### config.mk
export PLATFORM = sky130hd
export DESIGN_NAME = sd_conversion_scheduler
export DESIGN_NICKNAME = d
export VERILOG_FILES = /design/src/rtl/sd_conversion_scheduler.sv
export SDC_FILE = /design/constraint.sdc
export NUM_CORES = 1
export LEC_CHECK = 0
export ABC_CLOCK_PERIOD_IN_PS = 4000
export BUFFER_PORTS_ARGS = -buffer_cell sky130_fd_sc_hd__buf_4
export CAP_MARGIN = 20
export CELL_PAD_IN_SITES_DETAIL_PLACEMENT = 1
export CELL_PAD_IN_SITES_GLOBAL_PLACEMENT = 2
export CORE_ASPECT_RATIO = 0.8
export CORE_MARGIN = 10
export CORE_UTILIZATION = 30
export CTS_CLUSTER_DIAMETER = 120
export CTS_CLUSTER_SIZE = 14
export DETAILED_ROUTE_END_ITERATION = 16
export PLACE_DENSITY_LB_ADDON = 0.1
export RECOVER_POWER = 50
export SYNTH_ARGS = -nofsm -noshare
export SYNTH_HDL_FRONTEND = slang
export SYNTH_SLANG_ARGS = --single-unit
export TNS_END_PERCENT = 10
### constraint.sdc
create_clock -name clk -period 4 [get_ports clk]
set_input_delay 0.4 -clock clk [delete_from_list [all_inputs] [get_ports clk]]
set_output_delay 0.4 -clock clk [all_outputs]
set_load 0.02 [all_outputs]
### src/rtl/sd_conversion_scheduler.sv
// Round-robin scheduler sharing one signed-digit online-to-binary converter.
// Streams the granted source's digits and returns the converted value tagged with the source id.
//
// Ports:
//   clk, reset            clock; asynchronous active-low reset
//   req_valid/req_digit   per-source digit streams (2 bits each, MSD first)
//   req_ready             one-hot; the granted source's digit is consumed
//   conv_a/conv_start     digit and first-digit strobe to the converter
//   conv_o                converter parallel result (combinational from conv_a)
//   res_valid/res_ready   result handshake, with res_data/res_id held
//   busy                  scheduler not idle
//   abort                 one-cycle pulse after the granted source stalls mid-stream
module sd_conversion_scheduler #(
    parameter int NREQ   = 4,
    parameter int DIGITS = 12,
    parameter int WIDTH  = 14,
    parameter int IDW    = (NREQ > 1) ? $clog2(NREQ) : 1
) (
    input  logic              clk,
    input  logic              reset,
    input  logic [NREQ-1:0]   req_valid,
    input  logic [2*NREQ-1:0] req_digit,
    output logic [NREQ-1:0]   req_ready,
    output logic [1:0]        conv_a,
    output logic              conv_start,
    input  logic [WIDTH-1:0]  conv_o,
    output logic              res_valid,
    input  logic              res_ready,
    output logic [WIDTH-1:0]  res_data,
    output logic [IDW-1:0]    res_id,
    output logic              busy,
    output logic              abort
);

    localparam int DCW = (DIGITS > 1) ? $clog2(DIGITS) : 1;
    localparam logic [DCW-1:0] LAST = DCW'(DIGITS - 1);
    localparam logic [IDW-1:0] MAX_ID = IDW'(NREQ - 1);

    typedef enum logic [1:0] {
        IDLE   = 2'd0,
        STREAM = 2'd1,
        HOLD   = 2'd2
    } state_t;

    state_t           state;
    state_t           state_d;
    logic [IDW-1:0]   grant;
    logic [IDW-1:0]   grant_d;
    logic [IDW-1:0]   rr_ptr;
    logic [IDW-1:0]   rr_ptr_d;
    logic [DCW-1:0]   dcnt;
    logic [DCW-1:0]   dcnt_d;
    logic [WIDTH-1:0] res_data_d;
    logic [IDW-1:0]   res_id_d;
    logic             abort_d;

    logic             pick_found;
    logic [IDW-1:0]   pick_id;
    logic [IDW-1:0]   pick_next;
    logic             cur_valid;
    logic [1:0]       cur_digit;

    // The granted source is the only one whose digits are looked at.
    assign cur_valid = req_valid[grant];
    assign cur_digit = req_digit[{grant, 1'b0} +: 2];

    // Round-robin search starting at rr_ptr, wrapping modulo NREQ.
    always_comb begin
        pick_found = 1'b0;
        pick_id    = '0;
        for (int k = 0; k < NREQ; k++) begin
            int idx;
            idx = (int'(rr_ptr) + k) % NREQ;
            if (!pick_found && req_valid[IDW'(idx)]) begin
                pick_found = 1'b1;
                pick_id    = IDW'(idx);
            end
        end
    end

    // Pointer moves just past the winner so it has lowest priority next time.
    assign pick_next = (pick_id == MAX_ID) ? '0 : pick_id + 1'b1;

    always_ff @(posedge clk or negedge reset) begin
        if (!reset) begin
            state    <= IDLE;
            grant    <= '0;
            rr_ptr   <= '0;
            dcnt     <= '0;
            res_data <= '0;
            res_id   <= '0;
            abort    <= 1'b0;
        end else begin
            state    <= state_d;
            grant    <= grant_d;
            rr_ptr   <= rr_ptr_d;
            dcnt     <= dcnt_d;
            res_data <= res_data_d;
            res_id   <= res_id_d;
            abort    <= abort_d;
        end
    end

    always_comb begin
        state_d    = state;
        grant_d    = grant;
        rr_ptr_d   = rr_ptr;
        dcnt_d     = dcnt;
        res_data_d = res_data;
        res_id_d   = res_id;
        abort_d    = 1'b0;
        unique case (state)
            IDLE: begin
                if (pick_found) begin
                    grant_d  = pick_id;
                    rr_ptr_d = pick_next;
                    dcnt_d   = '0;
                    state_d  = STREAM;
                end
            end
            STREAM: begin
                if (!cur_valid) begin
                    // Partial conversion is dropped; the next
                    // conv_start clears the converter.
                    abort_d = 1'b1;
                    state_d = IDLE;
                end else if (dcnt == LAST) begin
                    // conv_o already includes the last digit.
                    res_data_d = conv_o;
                    res_id_d   = grant;
                    state_d    = HOLD;
                end else begin
                    dcnt_d = dcnt + 1'b1;
                end
            end
            HOLD: begin
                if (res_ready) begin
                    state_d = IDLE;
                end
            end
            default: begin
                state_d = IDLE;
            end
        endcase
    end

    always_comb begin
        req_ready  = '0;
        conv_a     = 2'b00;
        conv_start = 1'b0;
        if (state == STREAM) begin
            req_ready[grant] = 1'b1;
            conv_a           = cur_digit;
            conv_start       = (dcnt == '0);
        end
    end

    assign res_valid = (state == HOLD);
    assign busy      = (state != IDLE);

endmodule

==> results <==
- The sequential cell area fraction in the yosys report is 46.4%.
- In this run the static leakage power is 0.938 nW.
- The worst path buffer plus inverter count is 0.
- CTS built an H-tree with a depth of 1.
- The data required time of the worst path is 4.17 ns.
- The worst slew margin relative to its limit is -0.908%.
- Once detailed placement completed, the half-perimeter wirelength came to 3.32 mm.
- The instance count of the mapped netlist is 130.
- The hold-fix buffer count after cts is 0.
- The worst-case IR drop observed on VDD is 0.220 mV.
- Global routing used 10.3% of the available tracks across all layers.
- After layout, the worst path uses 57.1% of the clock period.
- The number of global-route vias before repair is 1,249.
- The overflow left after global routing is 0.
- The netlist area before placement is 1460 um2.
- The final wirelength is 4.21 mm.
- The share of async-settable or async-resettable flops after synthesis is 100%.
- The detail route stage leaves a number of antenna-violating nets equal to 0.
- When the netlist entered floorplanning its net count stood at 161.
- Setup repair after global routing left no endpoint under its margin.
- The path class of the tightest hold or removal check is primary input to flip-flop.
- By startpoint and endpoint, the worst setup path is classified as flip-flop to flip-flop.
- The clock latency reported for the late side of the worst-skew pair is 0.28 ns.
- The largest total area in the synthesized netlist belongs to sky130_fd_sc_hd__dfrtp_1.
- The largest clock skew in the final design is 0.00308 ns.
- The count of warnings emitted by yosys is 0.
- The startpoint of the worst-slack reg-to-reg timing path is grant[0]$_DFFE_PN0P_.
- The core region is 4650 um2.
- Counting the fill cells in the layout gives 536.
- For this run, the slowest stage of the critical path takes 0.64 ns.
- The quantity of I/O buffers inserted on ports is 54.
- The maximum root-to-sink buffer count is 2.
- The first global-routing pass estimated 6.82 mm of wire.
- The die height is 82.3 um.
- The library cell used most frequently in the layout, excluding fill and tap cells, is sky130_fd_sc_hd__buf_4.
- The area share of the largest cell type after synthesis is 46.4%.
- The die width is 97.9 um.
- The first-pass iteration count of the detailed router is 4.
- The largest individual stage delay along the critical path comes from the cell sky130_fd_sc_hd__mux4_2.
- For this run, design rule violations remaining after detail routing come to 0.
- Yosys attributes the largest share of cell area to sky130_fd_sc_hd__dfrtp_1, sky130_fd_sc_hd__mux2_4, sky130_fd_sc_hd__mux2_2, sky130_fd_sc_hd__mux4_1, sky130_fd_sc_hd__o21ai_0.
- The worst min-delay path startpoint is res_ready.
- The family with the most delay on the worst path is multiplexers.
- The largest fanout on the critical path is 17.
- The layout overhead on the synthesized area is 28.4%.
- The initial utilization of the core area, before any placement, comes to 31.3%.
- Traced cell by cell, the critical path runs through mux4_2, and2_4, nand2b_2, mux2_2.
- After clock tree synthesis, the clock-pin slew on the worst setup and hold paths is 0.09 ns.
- Detailed routing inserted a total of 1,183 vias.
- 55 I/O pins were placed.
- For the pin with the worst max-slew slack, the measured transition is 1.51 ns.
- The post-cts gate resize count is 0.
- The number of setup violations in the final report is 0.
- The smallest hold slack is 0.326 ns.
- The ratio of routed vias to standard cells is 4.91.
- The post-CTS setup buffer count is 0.
- The CTS tree is built.
- Data arrives at the worst endpoint at 2.45 ns.
- Yosys mapped a number of flops with a built-in enable equal to 0.
- The library cell used as clock root buffer is sky130_fd_sc_hd__clkbuf_8.
- The minimum period implied by the final worst setup slack is 2.28 ns.
- The total die area is 8060 um2.
- The maximum number of pins on one net before global-route repair is 28.
- The flow ran to the end, but the final reports show violations.
- The count of pins over their slew limit came to 28.
- In this run the worst setup path begins at grant[0]$_DFFE_PN0P_.
- In the layout the commonest cells are sky130_fd_sc_hd__buf_4, sky130_fd_sc_hd__dfrtp_1, sky130_fd_sc_hd__clkbuf_1.
- The final reports fail on capacitance limit, slew limit.
- The post-synthesis register bit count is 27.
- The count of different cell masters after synthesis is 35.
- The detailed router finished its first iteration with 40 violations.
- The net count reported at finish is 213.
- Routability-driven placement finished with a final weighted congestion of 0.787.
- STA classifies the critical path endpoint as a flip-flop.
- Based on the critical path, the design can be clocked at up to 438 MHz.
- The worst setup path is launched from a flip-flop.
- The most used flip-flop cell after synthesis is sky130_fd_sc_hd__dfrtp_1.
- The number of hold violations in the final report is 0.
- 0 antenna diodes ended up in the layout.
- The total power divided by cell area is 531 nW/um2.
- The initial antenna violation count is 0.
- After synthesis, the mean cell area works out to 11.2 um2.
- The number of clock sinks seen by CTS is 27.
- The max-cap check violation count is 1.
- The fraction of final layout cells sized beyond drive strength 1 is 34.8%.
- The floorplan has 22 rows.
- The average wire per cell in the routed design is 17.5 um.
- The number of buffers added by the clock tree synthesis step is 3.
- The sum of negative setup slack is 0 ns.
## report_power, final
group	internal, W	switching, W
Combinational	0.000197	0.000249
Clock	0.0000715	0.0000854
Sequential	0.000317	0.0000739
Total	0.000586	0.000408
## worst paths after layout
path,end,slack [ns],depth (start not counted)
worst max-delay path,res_id[0]$_DFFE_PN0P_,1.72,4
worst min-delay path,state[1]$_DFFE_PN0P_,0.33,2
worst max register to register,res_id[0]$_DFFE_PN0P_,1.72,4
worst min register to register,state[0]$_DFFE_PN0P_,0.49,1
max in group asynchronous,state[0]$_DFFE_PN0P_,2.65,1
min in group asynchronous,async pin,0.47,1
## Yosys cell counts, types with 2 or more instances
library cell,instances
sky130_fd_sc_hd__a21oi_1,5
sky130_fd_sc_hd__a311oi_1,2
sky130_fd_sc_hd__a31oi_1,3
sky130_fd_sc_hd__and2_1,2
sky130_fd_sc_hd__buf_6,2
sky130_fd_sc_hd__clkbuf_1,3
sky130_fd_sc_hd__dfrtp_1,27
sky130_fd_sc_hd__ha_1,2
sky130_fd_sc_hd__inv_1,7
sky130_fd_sc_hd__mux2_2,7
sky130_fd_sc_hd__mux2_4,9
sky130_fd_sc_hd__mux4_1,2
sky130_fd_sc_hd__nand2_1,10
sky130_fd_sc_hd__nand2b_1,5
sky130_fd_sc_hd__nand3_1,2
sky130_fd_sc_hd__nor2_1,9
sky130_fd_sc_hd__nor2b_1,3
sky130_fd_sc_hd__nor3_1,4
sky130_fd_sc_hd__o21ai_0,8
sky130_fd_sc_hd__o31ai_1,3
## per-stage QoR
stage                     cell area [um2]  instances  setup WS (ns)  utilization, %  power, W
after floorplan                      1460        130           2.10               -  0.000688
after global placement               1880        237           1.78            40.4  0.000838
after detailed placement             1880        237           1.72            40.4  0.000852
after CTS                            1920        241           1.70            41.4   0.00102
after global routing                 1870        241           1.60            40.2   0.00108
final                                1870        241           1.72            40.2  0.000994
## cell families after synthesis
logic type / Yosys count / share of synthesized area (%)
XOR/XNOR: 1 / 0.601
buffers and inverters: 14 / 5.84
flip-flops: 27 / 46.4
adder cells (fa/ha/maj): 2 / 1.72
AO/OA/AOI/OAI: 24 / 10.2
multiplexers: 19 / 19.8
AND/OR/NAND/NOR: 43 / 15.5
## final cells by class
cell class | count | area, um2 | area share [%]
tap | 60 | 75.1 | 4.01
inverter | 7 | 26.3 | 1.40
multi-input combinational | 89 | 697 | 37.2
clock buffer | 4 | 45.0 | 2.41
sequential | 27 | 676 | 36.1
timing repair buffer | 54 | 353 | 18.9
## state kept, by name, indices dropped and copies added (netlist names), named ones only
| register | count |
|---|---|
| res_data | 14 |
| res_id | 2 |
| abort | 1 |
| grant | 2 |
| dcnt | 4 |
| state | 2 |
| rr_ptr | 1 |
## layer usage
metal / vias up / global-route usage (%) / wire [um] / share of wire, %
li1: 563 / - / - / -
met1: 586 / 12.9 / 1930 / 46
met2: 32 / 16.8 / 1980 / 47
met3: 2 / 3.98 / 279 / 6.6
met4: 0 / 2.17 / 21 / 0.50
met5: - / 0 / 0 / 0
## worst register-to-register path: cells and delay by family (launching register included)
kind / cells / cell delay, ns
multiplexers: 2 / 1.04
AND/OR/NAND/NOR: 2 / 0.59
flip-flops: 1 / 0.55
(Power assumes the default switching activity.)
